===== src/rtl/top_pkg.sv =====
// top_pkg: shared CSI-2 receive path lane width and RAW10 pixel types
package top_pkg;
    localparam int NUM_LANE = 2;
    typedef logic [8*NUM_LANE-1:0] lane_data_t;
    localparam int RAW10_GROUP_BYTES = 5;
    typedef logic [9:0] pix10_t;
    typedef pix10_t [3:0] raw10_group_t;
endpackage


===== src/rtl/csi_rx_raw10_group_decode.sv =====
// csi_rx_raw10_group_decode: maps one 5-byte RAW10 group onto four 10-bit pixels
module csi_rx_raw10_group_decode
    import top_pkg::*;
(
    input  logic [8*RAW10_GROUP_BYTES-1:0] bytes_i,
    output raw10_group_t                   group_o
);
    // Pixel k takes byte k as its MSBs and bits [2k+1:2k] of byte 4 as its LSBs
    for (genvar i = 0; i < 4; i++) begin : g_pix
        assign group_o[i] = {bytes_i[8*i +: 8], bytes_i[32+2*i +: 2]};
    end
endmodule


===== src/rtl/csi_rx_raw10_unpacker.sv =====
// csi_rx_raw10_unpacker: regroups payload bytes into RAW10 4-pixel groups with line accounting
module csi_rx_raw10_unpacker
    import top_pkg::*;
#(
    parameter int LANES = NUM_LANE
) (
    input  logic                 clock,
    input  logic                 reset,
    input  logic                 enable,
    input  logic [8*LANES-1:0]   payload,
    input  logic                 payload_valid,
    output logic [39:0]          pixel_data,
    output logic                 pixel_valid,
    output logic                 line_end,
    output logic [15:0]          line_pixels,
    output logic [2:0]           residue
);
    logic [63:0]  buf_q;
    logic [3:0]   cnt_q;
    logic         active_q;
    logic [15:0]  pix_cnt_q;
    logic [63:0]  merged_d;
    logic [3:0]   cnt_d;
    logic         emit;
    raw10_group_t group;

    // Append the incoming bytes just above the buffered ones; bytes above cnt_q are kept zero
    always_comb begin
        merged_d = buf_q | (64'(payload) << {cnt_q, 3'b000});
        cnt_d    = cnt_q + 4'(LANES);
        emit     = cnt_d >= 4'(RAW10_GROUP_BYTES);
    end

    csi_rx_raw10_group_decode u_decode (
        .bytes_i (merged_d[39:0]),
        .group_o (group)
    );

    // Accept/emit while payload flows, flush and report once it stops
    always_ff @(posedge clock) begin
        if (reset) begin
            buf_q       <= '0;
            cnt_q       <= '0;
            active_q    <= 1'b0;
            pix_cnt_q   <= '0;
            pixel_data  <= '0;
            pixel_valid <= 1'b0;
            line_end    <= 1'b0;
            line_pixels <= '0;
            residue     <= '0;
        end else begin
            pixel_valid <= 1'b0;
            line_end    <= 1'b0;
            if (enable && payload_valid) begin
                active_q <= 1'b1;
                if (emit) begin
                    pixel_data  <= group;
                    pixel_valid <= 1'b1;
                    buf_q       <= merged_d >> 40;
                    cnt_q       <= cnt_d - 4'(RAW10_GROUP_BYTES);
                    pix_cnt_q   <= (pix_cnt_q >= 16'hFFFC) ? 16'hFFFF : pix_cnt_q + 16'd4;
                end else begin
                    buf_q <= merged_d;
                    cnt_q <= cnt_d;
                end
            end else if (enable && active_q) begin
                line_end    <= 1'b1;
                residue     <= cnt_q[2:0];
                line_pixels <= pix_cnt_q;
                buf_q       <= '0;
                cnt_q       <= '0;
                pix_cnt_q   <= '0;
                active_q    <= 1'b0;
            end
        end
    end
endmodule


===== config.mk =====
export PLATFORM = sky130hd
export DESIGN_NAME = csi_rx_raw10_unpacker
export DESIGN_NICKNAME = d
export VERILOG_FILES = /design/src/rtl/top_pkg.sv /design/src/rtl/csi_rx_raw10_group_decode.sv /design/src/rtl/csi_rx_raw10_unpacker.sv
export SDC_FILE = /design/constraint.sdc
export NUM_CORES = 1
export LEC_CHECK = 0
export BUFFER_PORTS_ARGS = -buffer_cell sky130_fd_sc_hd__buf_2
export CORE_MARGIN = 8
export CORE_UTILIZATION = 58
export DETAILED_ROUTE_END_ITERATION = 12
export PLACE_DENSITY = 0.88
export SKIP_LAST_GASP = 1
export SLEW_MARGIN = 5
export SYNTH_ARGS = -nofsm -noshare
export SYNTH_HDL_FRONTEND = slang
export SYNTH_SLANG_ARGS = --single-unit

===== constraint.sdc =====
create_clock -name clock -period 2.9 [get_ports clock]
set_input_delay 0.145 -clock clock [delete_from_list [all_inputs] [get_ports clock]]
set_output_delay 0.145 -clock clock [all_outputs]
set_load 0.005 [all_outputs]

==> impl_results.md, run 1 <==
- Outcome: finished clean
- Synth Area in XOR/XNOR: 0.005371
- Seq cells post-synth: 144
- Synth Cell Area: 6290 sq um
- Worst Path Max Fanout: 16
- Max-slew violations: 0
- Total track usage: 0.2573
- DIE AREA: 14430 sq um
- Seq/Total Area, Yosys: 0.4583
- Iteration-0 DRC Markers: 615
- # rows: 38
- DIE HEIGHT: 120.1 microns
- Vias per std cell: 6.477
- Layout Nets: 801
- Warnings, synthesis: 0
- Relative max-transition margin: 0.4257
- Hold path depth: 3
- Clock sinks: 144
- Core area: 10700 sq um
- Fmax: 0.3675 GHz
- Asr flop ratio synth: 0
- Required time of the critical path: 3390 ps
- Type of origin of the critical path: flip-flop
- CTS tree: yes
- TritonRoute pass-1 iters: 7
- Via count: 6011
- Antenna violations before repair: 1
- Total grt overflow: 0
- Largest family of logic cells by synthesized area: compound AO/OA/AOI/OAI gates
- Top cell type by total area after synthesis: dfxtp_1
- Crit path buffers/inverters: 0
- Avg Cell Area, Syn: 8.834 sq um
- Post-synth EDFFs: 0
- Compound-Gate Fraction of Synth Area: 0.3026
- Sw power: 0.001259 W
- Hold Crit Endpoint: pixel_data[2]$_SDFFE_PP0P_
- Final HPWL DP: 12.73 mm
- Final setup margin: 178.8 ps
- Place WS: 255.8 ps
- Max Buffers Root-to-Sink: 2
- Peak VDD IR: 0.3746 mV
- Post_cts resized: 0
- R2R depth: 5
- Power density over the cells: 671.4 nW/um^2
- Final worst path period need: 2721 ps
- Netlist cell types: 62
- Root buffer cell: clkbuf_8
- PortBufs: 80
- CP Depth: 5
- Combinational Power Share: 0.111
- Fillers: 805
- Multi-input gate area: 3108 sq um
- Register Area: 2883 sq um
- Post CTS Setup Buffer Count: 0
- Main synth FF type: dfxtp_1
- Delay of the slowest critical-path stage: 670 ps
- Crit path kind: flip-flop to flip-flop
- CP max stage cell: dfxtp_1
- RR Startpoint: cnt_q[2]$_SDFFE_PP0P_
- Number of global-route vias before repair: 5818
- Final ANT Viol Nets: 0
- Critical path arrival: 3210 ps
- Num CTS Buffers: 17
- Fin crit share: 0.9384
- Tightest Hold Check Type: input pin to flip-flop
- Synth cell count leaders: dfxtp_1, a21oi_1, nand2_1
- Pint: 0.003715 W
- RSZ-0062 raised after global routing: no
- Sw Share: 0.2532
- Synth Net Count: 738
- Terminus of the critical flop-to-flop path: buf_q[19]$_SDFFE_PP0P_
- Largest net degree at the start of global routing: 51
- WL final: 18.49 mm
- Top post-synthesis cells by area: dfxtp_1, a21oi_1, nand2_1, a22o_1, a211oi_1
- Hold Crit Start: payload[0]
- Mux cell area share after synthesis: 0.02705
- Reg2reg setup slack: 180 ps
- CP top delay family: flip-flops
- Setup TNS: 0 ps
- Post-Synth Adder-Cell Area: 0.01194
- Clock share of power: 0.474
- Area Growth Syn to Fin: 17.78%
- First-pass GRT wire length: 29.77 mm
- Layout cell share with drive strength beyond 1: 0.1919
- Area share of the largest cell type after synthesis: 0.4583
- Die width: 120.1 microns
- Io pins: 81
- Worst-skew pair later-pin latency: 550 ps
- WL/cell: 19.92 microns
- CP cell instances: ha_1, xnor2_1, o211ai_2, nor3_2, a221o_1
- Simple-Gate Fraction of Synth Area: 0.1454
- Worst slew pin tran: 855.0 ps
- Clock skew: 9.884 ps
- Final hold vios: 0
- RD Place Congestion: 0.9393
- Top-count cell post-synth: dfxtp_1
- Max Cap Viol: 0
- Hold slack: 30.86 ps
- Initial Utilization: 0.5880
- Clock transition at the registers of the reported paths: 60 ps
- Mapped Cells: 712
- CTS H-tree lvls: 4
- Lkg Pwr: 2.770 nW
- DR DRC count: 0
- Design Power: 0.004974 W
- Worst setup EP type: flip-flop
- Reg power frac: 0.415
- Final Setup Violations: 0
## worst register-to-register path, cell delays in order (launching register included)
cell and delay, ps:
dfxtp_1 670, ha_1 380, xnor2_1 330, o211ai_2 400, nor3_2 620, a221o_1 260
## cell usage in the layout, fill, tap and decap left out, types with 21 or more instances in the layout
master	netlist	layout
dfxtp_1	144	144
a21oi_1	135	135
buf_2	20	80
nand2_1	71	71
nor2_1	34	34
a211oi_1	29	29
a22o_1	27	27
nor3_1	23	23
o2bb2ai_1	21	21
o21ai_0	21	21
## final cells by class
| class | count | share of cell area |
|---|---|---|
| Tap cell | 140 | 0.02364 |
| Sequential cell | 144 | 0.3891 |
| Clock inverter | 13 | 0.02837 |
| Antenna cell | 1 | 0.0003378 |
| Multi-Input combinational cell | 500 | 0.4195 |
| Inverter | 11 | 0.005573 |
| Clock buffer | 18 | 0.05776 |
| Timing Repair Buffer | 101 | 0.07566 |
## worst max-delay path by stage
| stage | from | end | slack, ps |
|---|---|---|---|
| CTS | cnt_q[2]$_SDFFE_PP0P_ | buf_q[20]$_SDFFE_PP0P_ | 230 |
| global placement | cnt_q[2]$_SDFFE_PP0P_ | buf_q[21]$_SDFFE_PP0P_ | 470 |
| global route | cnt_q[2]$_SDFFE_PP0P_ | buf_q[23]$_SDFFE_PP0P_ | 10 |
| floorplan | cnt_q[0]$_SDFFE_PP0P_ | buf_q[16]$_SDFFE_PP0P_ | 620 |
| detailed placement | cnt_q[2]$_SDFFE_PP0P_ | buf_q[22]$_SDFFE_PP0P_ | 260 |
| finish | cnt_q[2]$_SDFFE_PP0P_ | buf_q[19]$_SDFFE_PP0P_ | 180 |
## state kept, by name (all words and copies together), names as in the netlist
signal and cells:
active_q 1, buf_q 64, cnt_q 4, line_end 1, line_pixels 15, pix_cnt_q 15, pixel_data 40, pixel_valid 1
residue 3
## layer usage
layer	part of all wire	vias to the layer above	global-route usage
met5	0	-	0
met4	0.036	0	0.1296
met3	0.10	58	0.08830
met2	0.45	341	0.3961
met1	0.41	2826	0.3150
li1	-	2786	-
## power groups by stage
stage	registers [W]	logic, W	clock network, W
final	0.00207	0.000550	0.00236
after global routing	0.00207	0.000591	0.00247
after CTS	0.00206	0.000534	0.00236
after detailed placement	0.00211	0.000530	0
after global placement	0.00210	0.000508	0
after floorplan	0.00210	0.000354	0
## stage by stage
step	cell area, sq um	utilization	instances
2_1_floorplan	6290	-	712
3_3_place_gp	6758	0.6317	895
3_5_place_dp	6758	0.6317	895
4_1_cts	7406	0.6923	927
5_1_grt	7408	0.6925	928
6_report	7408	0.6925	928
## cells by family after synthesis
kind of cell | Yosys count
AND/OR/NAND/NOR | 186
XOR/XNOR | 3
adder cells (fa/ha/maj) | 6
buffers and inverters | 68
AO/OA/AOI/OAI | 289
multiplexers | 16
flip-flops | 144
## what timing repair did
item / CTS / global route
endpoints found under the hold margin: 1 / 0
endpoints found under the setup margin: 0 / 0
hold buffers: 1 / 0
(Power assumes the default switching activity.)
==> run 2, diff against run 1 <==
Settings changed: SYNTH_HIERARCHICAL set to 1.
==> run 2 against run 1 <==
  * Wire length fell by 7.4%
  * Final area rose by 0.84%
  * Core utilization fell by 3.3 points
  * Synthesized area rose by 5.9%
  * First-iteration DRC count rose by 22%
  * Sequential share of layout area fell by 0.33 points
  * Critical path type unchanged
  * Largest cell class unchanged
  * Highest routed layer unchanged
==> impl_results.md, run 2 <==
- WL final: 17.12 mm (was 18.49 mm)
- Most frequent cells in the layout: nand2_1, dfxtp_1, a21oi_1 (was dfxtp_1, a21oi_1, buf_2)
- Fin crit share: 0.8761 (was 0.9384)
- Post-synth EDFFs: 0 (unchanged)
- Worst-skew pair later-pin latency: 430 ps (was 550 ps)
- Area share of the largest cell type after synthesis: 0.4328 (was 0.4583)
- # rows: 39 (was 38)
- Netlist cell types: 50 (was 62)
- CTS H-tree lvls: 4 (unchanged)
- Setup TNS: 0 ps (unchanged)
- Largest net degree at the start of global routing: 62 (was 51)
- Top-count cell post-synth: nand2_1 (was dfxtp_1)
- Critical path launch point: cnt_q[1]$_SDFFE_PP0P_ (was cnt_q[2]$_SDFFE_PP0P_)
- First-pass GRT wire length: 27.41 mm (was 29.77 mm)
- Max Buffers Root-to-Sink: 2 (unchanged)
- Dpl cell area: 6829 sq um (was 6758 sq um)
- Avg Cell Area, Syn: 8.065 sq um (was 8.834 sq um)
- Final HPWL DP: 11.07 mm (was 12.73 mm)
- Vias per std cell: 5.979 (was 6.477)
- Clock transition at the registers of the reported paths: 60 ps (about the same)
- Initial Utilization: 0.5884 (was 0.5880)
- Core area: 11320 sq um (was 10700 sq um)
- Seq cells post-synth: 144 (unchanged)
- CP top delay family: compound AO/OA/AOI/OAI gates (was flip-flops)
- Max reg flops: 64 (unchanged)
- Root buffer cell: clkbuf_16 (was clkbuf_8)
- Num CTS Buffers: 17 (unchanged)
- Final Setup Violations: 0 (unchanged)
- Post CTS Setup Buffer Count: 0 (unchanged)
- Antenna violations before repair: 1 (unchanged)
- Crit path kind: flip-flop to flip-flop (unchanged)
- Critical path arrival: 2910 ps (was 3210 ps)
- Register Area: 2883 sq um (unchanged)
- DIE HEIGHT: 123.2 microns (was 120.1 microns)
- Commonest non-fill, non-tap cell in the layout: nand2_1 (was dfxtp_1)
- Main synth FF type: dfxtp_1 (unchanged)
- Worst Path Max Fanout: 17 (was 16)
- Final Instance Area: 7471 sq um (was 7408 sq um)
- TritonRoute pass-1 iters: 5 (was 7)
- Utilization of the core after routing: 0.6599 (was 0.6925)
- Number of global-route vias before repair: 5428 (was 5818)
- Tightest Hold Check Type: input pin to flip-flop (unchanged)
- Asr flop ratio synth: 0 (unchanged)
- Io pins: 81 (unchanged)
- PortBufs: 80 (unchanged)
- Type of origin of the critical path: flip-flop (unchanged)
- Worst setup EP type: flip-flop (unchanged)
- Post_cts resized: 0 (unchanged)
- Power density over the cells: 636.6 nW/um^2 (was 671.4 nW/um^2)
- WL/cell: 17.16 microns (was 19.92 microns)
- Top Registers: buf_q x64, pixel_data x40 (unchanged)
- Synth Net Count: 852 (was 738)
- RD Place Congestion: 0.9296 (was 0.9393)
- Layout Nets: 868 (was 801)
- Fillers: 944 (was 805)
- Warnings, synthesis: 6 (was 0)
- Final hold vios: 0 (unchanged)
- Seq/Total Area, Yosys: 0.4328 (was 0.4583)
- Lkg Pwr: 3.014 nW (was 2.770 nW)
- Delay of the slowest critical-path stage: 480 ps (was 670 ps)
- Worst slew pin tran: 695.4 ps (was 855.0 ps)
- Multi-input gate area: 3202 sq um (was 3108 sq um)
- Peak VDD IR: 0.4599 mV (was 0.3746 mV)
- Final ANT Viol Nets: 0 (unchanged)
- Fmax: 0.3936 GHz (was 0.3675 GHz)
- Final worst path period need: 2541 ps (was 2721 ps)
- Via count: 5967 (was 6011)
- Top cell type by total area after synthesis: dfxtp_1 (unchanged)
- CTS tree: yes (unchanged)
- DR DRC count: 0 (unchanged)
- Total track usage: 0.2268 (was 0.2573)
- Synth cell count leaders: nand2_1, dfxtp_1, a21oi_1 (was dfxtp_1, a21oi_1, nand2_1)
- Post-cts hold buffer count: 0 (was 1)
- Max Cap Viol: 0 (unchanged)
- CP cell instances: inv_1, ha_1, o21a_1, or3_1, inv_2, o21ai_0, o2bb2a_1 (was ha_1, xnor2_1, o211ai_2, nor3_2, a221o_1)
- Total grt overflow: 0 (unchanged)
- Top post-synthesis cells by area: dfxtp_1, nand2_1, a21oi_1, buf_4, nor2_1 (was dfxtp_1, a21oi_1, nand2_1, a22o_1, a211oi_1)
- Layout cell share with drive strength beyond 1: 0.1792 (was 0.1919)
- Max-slew violations: 0 (unchanged)
- Relative max-transition margin: 0.5364 (was 0.4257)
- Reg with most FFs: buf_q (unchanged)
- Design Power: 0.004756 W (was 0.004974 W)
- CP max stage cell: dfxtp_1 (unchanged)
- Hold Crit Start: enable (was payload[0])
- RSZ-0062 raised after global routing: no (unchanged)
- Mapped Cells: 826 (was 712)
- Crit path buffers/inverters: 2 (was 0)
- Iteration-0 DRC Markers: 753 (was 615)
- RR Startpoint: cnt_q[1]$_SDFFE_PP0P_ (was cnt_q[2]$_SDFFE_PP0P_)
- Outcome: finished clean (unchanged)
- DIE AREA: 15170 sq um (was 14430 sq um)
- Clock skew: 7.805 ps (was 9.884 ps)
- Area Growth Syn to Fin: 12.15% (was 17.78%)
- Synth Cell Area: 6661 sq um (was 6290 sq um)
- Die width: 123.2 microns (was 120.1 microns)
- Required time of the critical path: 3270 ps (was 3390 ps)
- Clock sinks: 144 (unchanged)
[run 2: cell families after synthesis]
kind of cell,count (synthesis),share of synthesized area
DFF,144,0.4328
xor gates and xnor gates,2,0.002630
adders and majority gates,6,0.01127
AOI/OAI and AO/OA,261,0.2519
muxes,17,0.02705
and+or+nand+nor,290,0.1863
buffers and inverters,106,0.08809
[run 2: path summary, 6_finish.rpt]
| path | to | slack, ps | cells past startpoint |
|---|---|---|---|
| min | active_q$_SDFFE_PP0P_ | 70 | 3 |
| max reg2reg | pix_cnt_q[10]$_SDFFE_PP0P_ | 360 | 7 |
| max | pix_cnt_q[10]$_SDFFE_PP0P_ | 360 | 7 |
| min reg2reg | residue[0]$_SDFFE_PP0P_ | 450 | 2 |
[run 2: tightest hold or removal path, cell delays in order]
cell and delay, ps:
buf_2 130, nand2b_1 120, a21oi_1 60
[run 2: per-stage QoR]
step / hold WS, ps / worst slack (ps) / std cells
after CTS: 61.02 / 404.5 / 997
after detailed placement: 442.7 / 484.8 / 966
after floorplan: 326.8 / 454.6 / 826
final: 73.98 / 359.3 / 998
after global placement: 435.5 / 616.2 / 966
after global routing: 66.96 / 259.4 / 998
[run 2: power by group]
part	switching (W)	total, W	internal, W
combinational	0.000246	0.000369	0.000124
sequential	0.0000198	0.00203	0.00201
clock	0.000828	0.00235	0.00153
[run 2: cell type report]
class	count	area share
Inverter	6	0.003015
Clock buffer	22	0.06481
Antenna cell	1	0.0003350
Multi-Input combinational cell	576	0.4286
Clock inverter	9	0.02077
Tap cell	143	0.02395
Sequential cell	144	0.3859
Timing Repair Buffer	97	0.07268
[run 2: layer usage]
layer,routed length (microns),vias up,GRT usage
met1,7507,2776,0.2964
met5,0,-,0
li1,-,2874,-
met2,7751,282,0.3400
met4,349,0,0.09406
met3,1517,35,0.07169
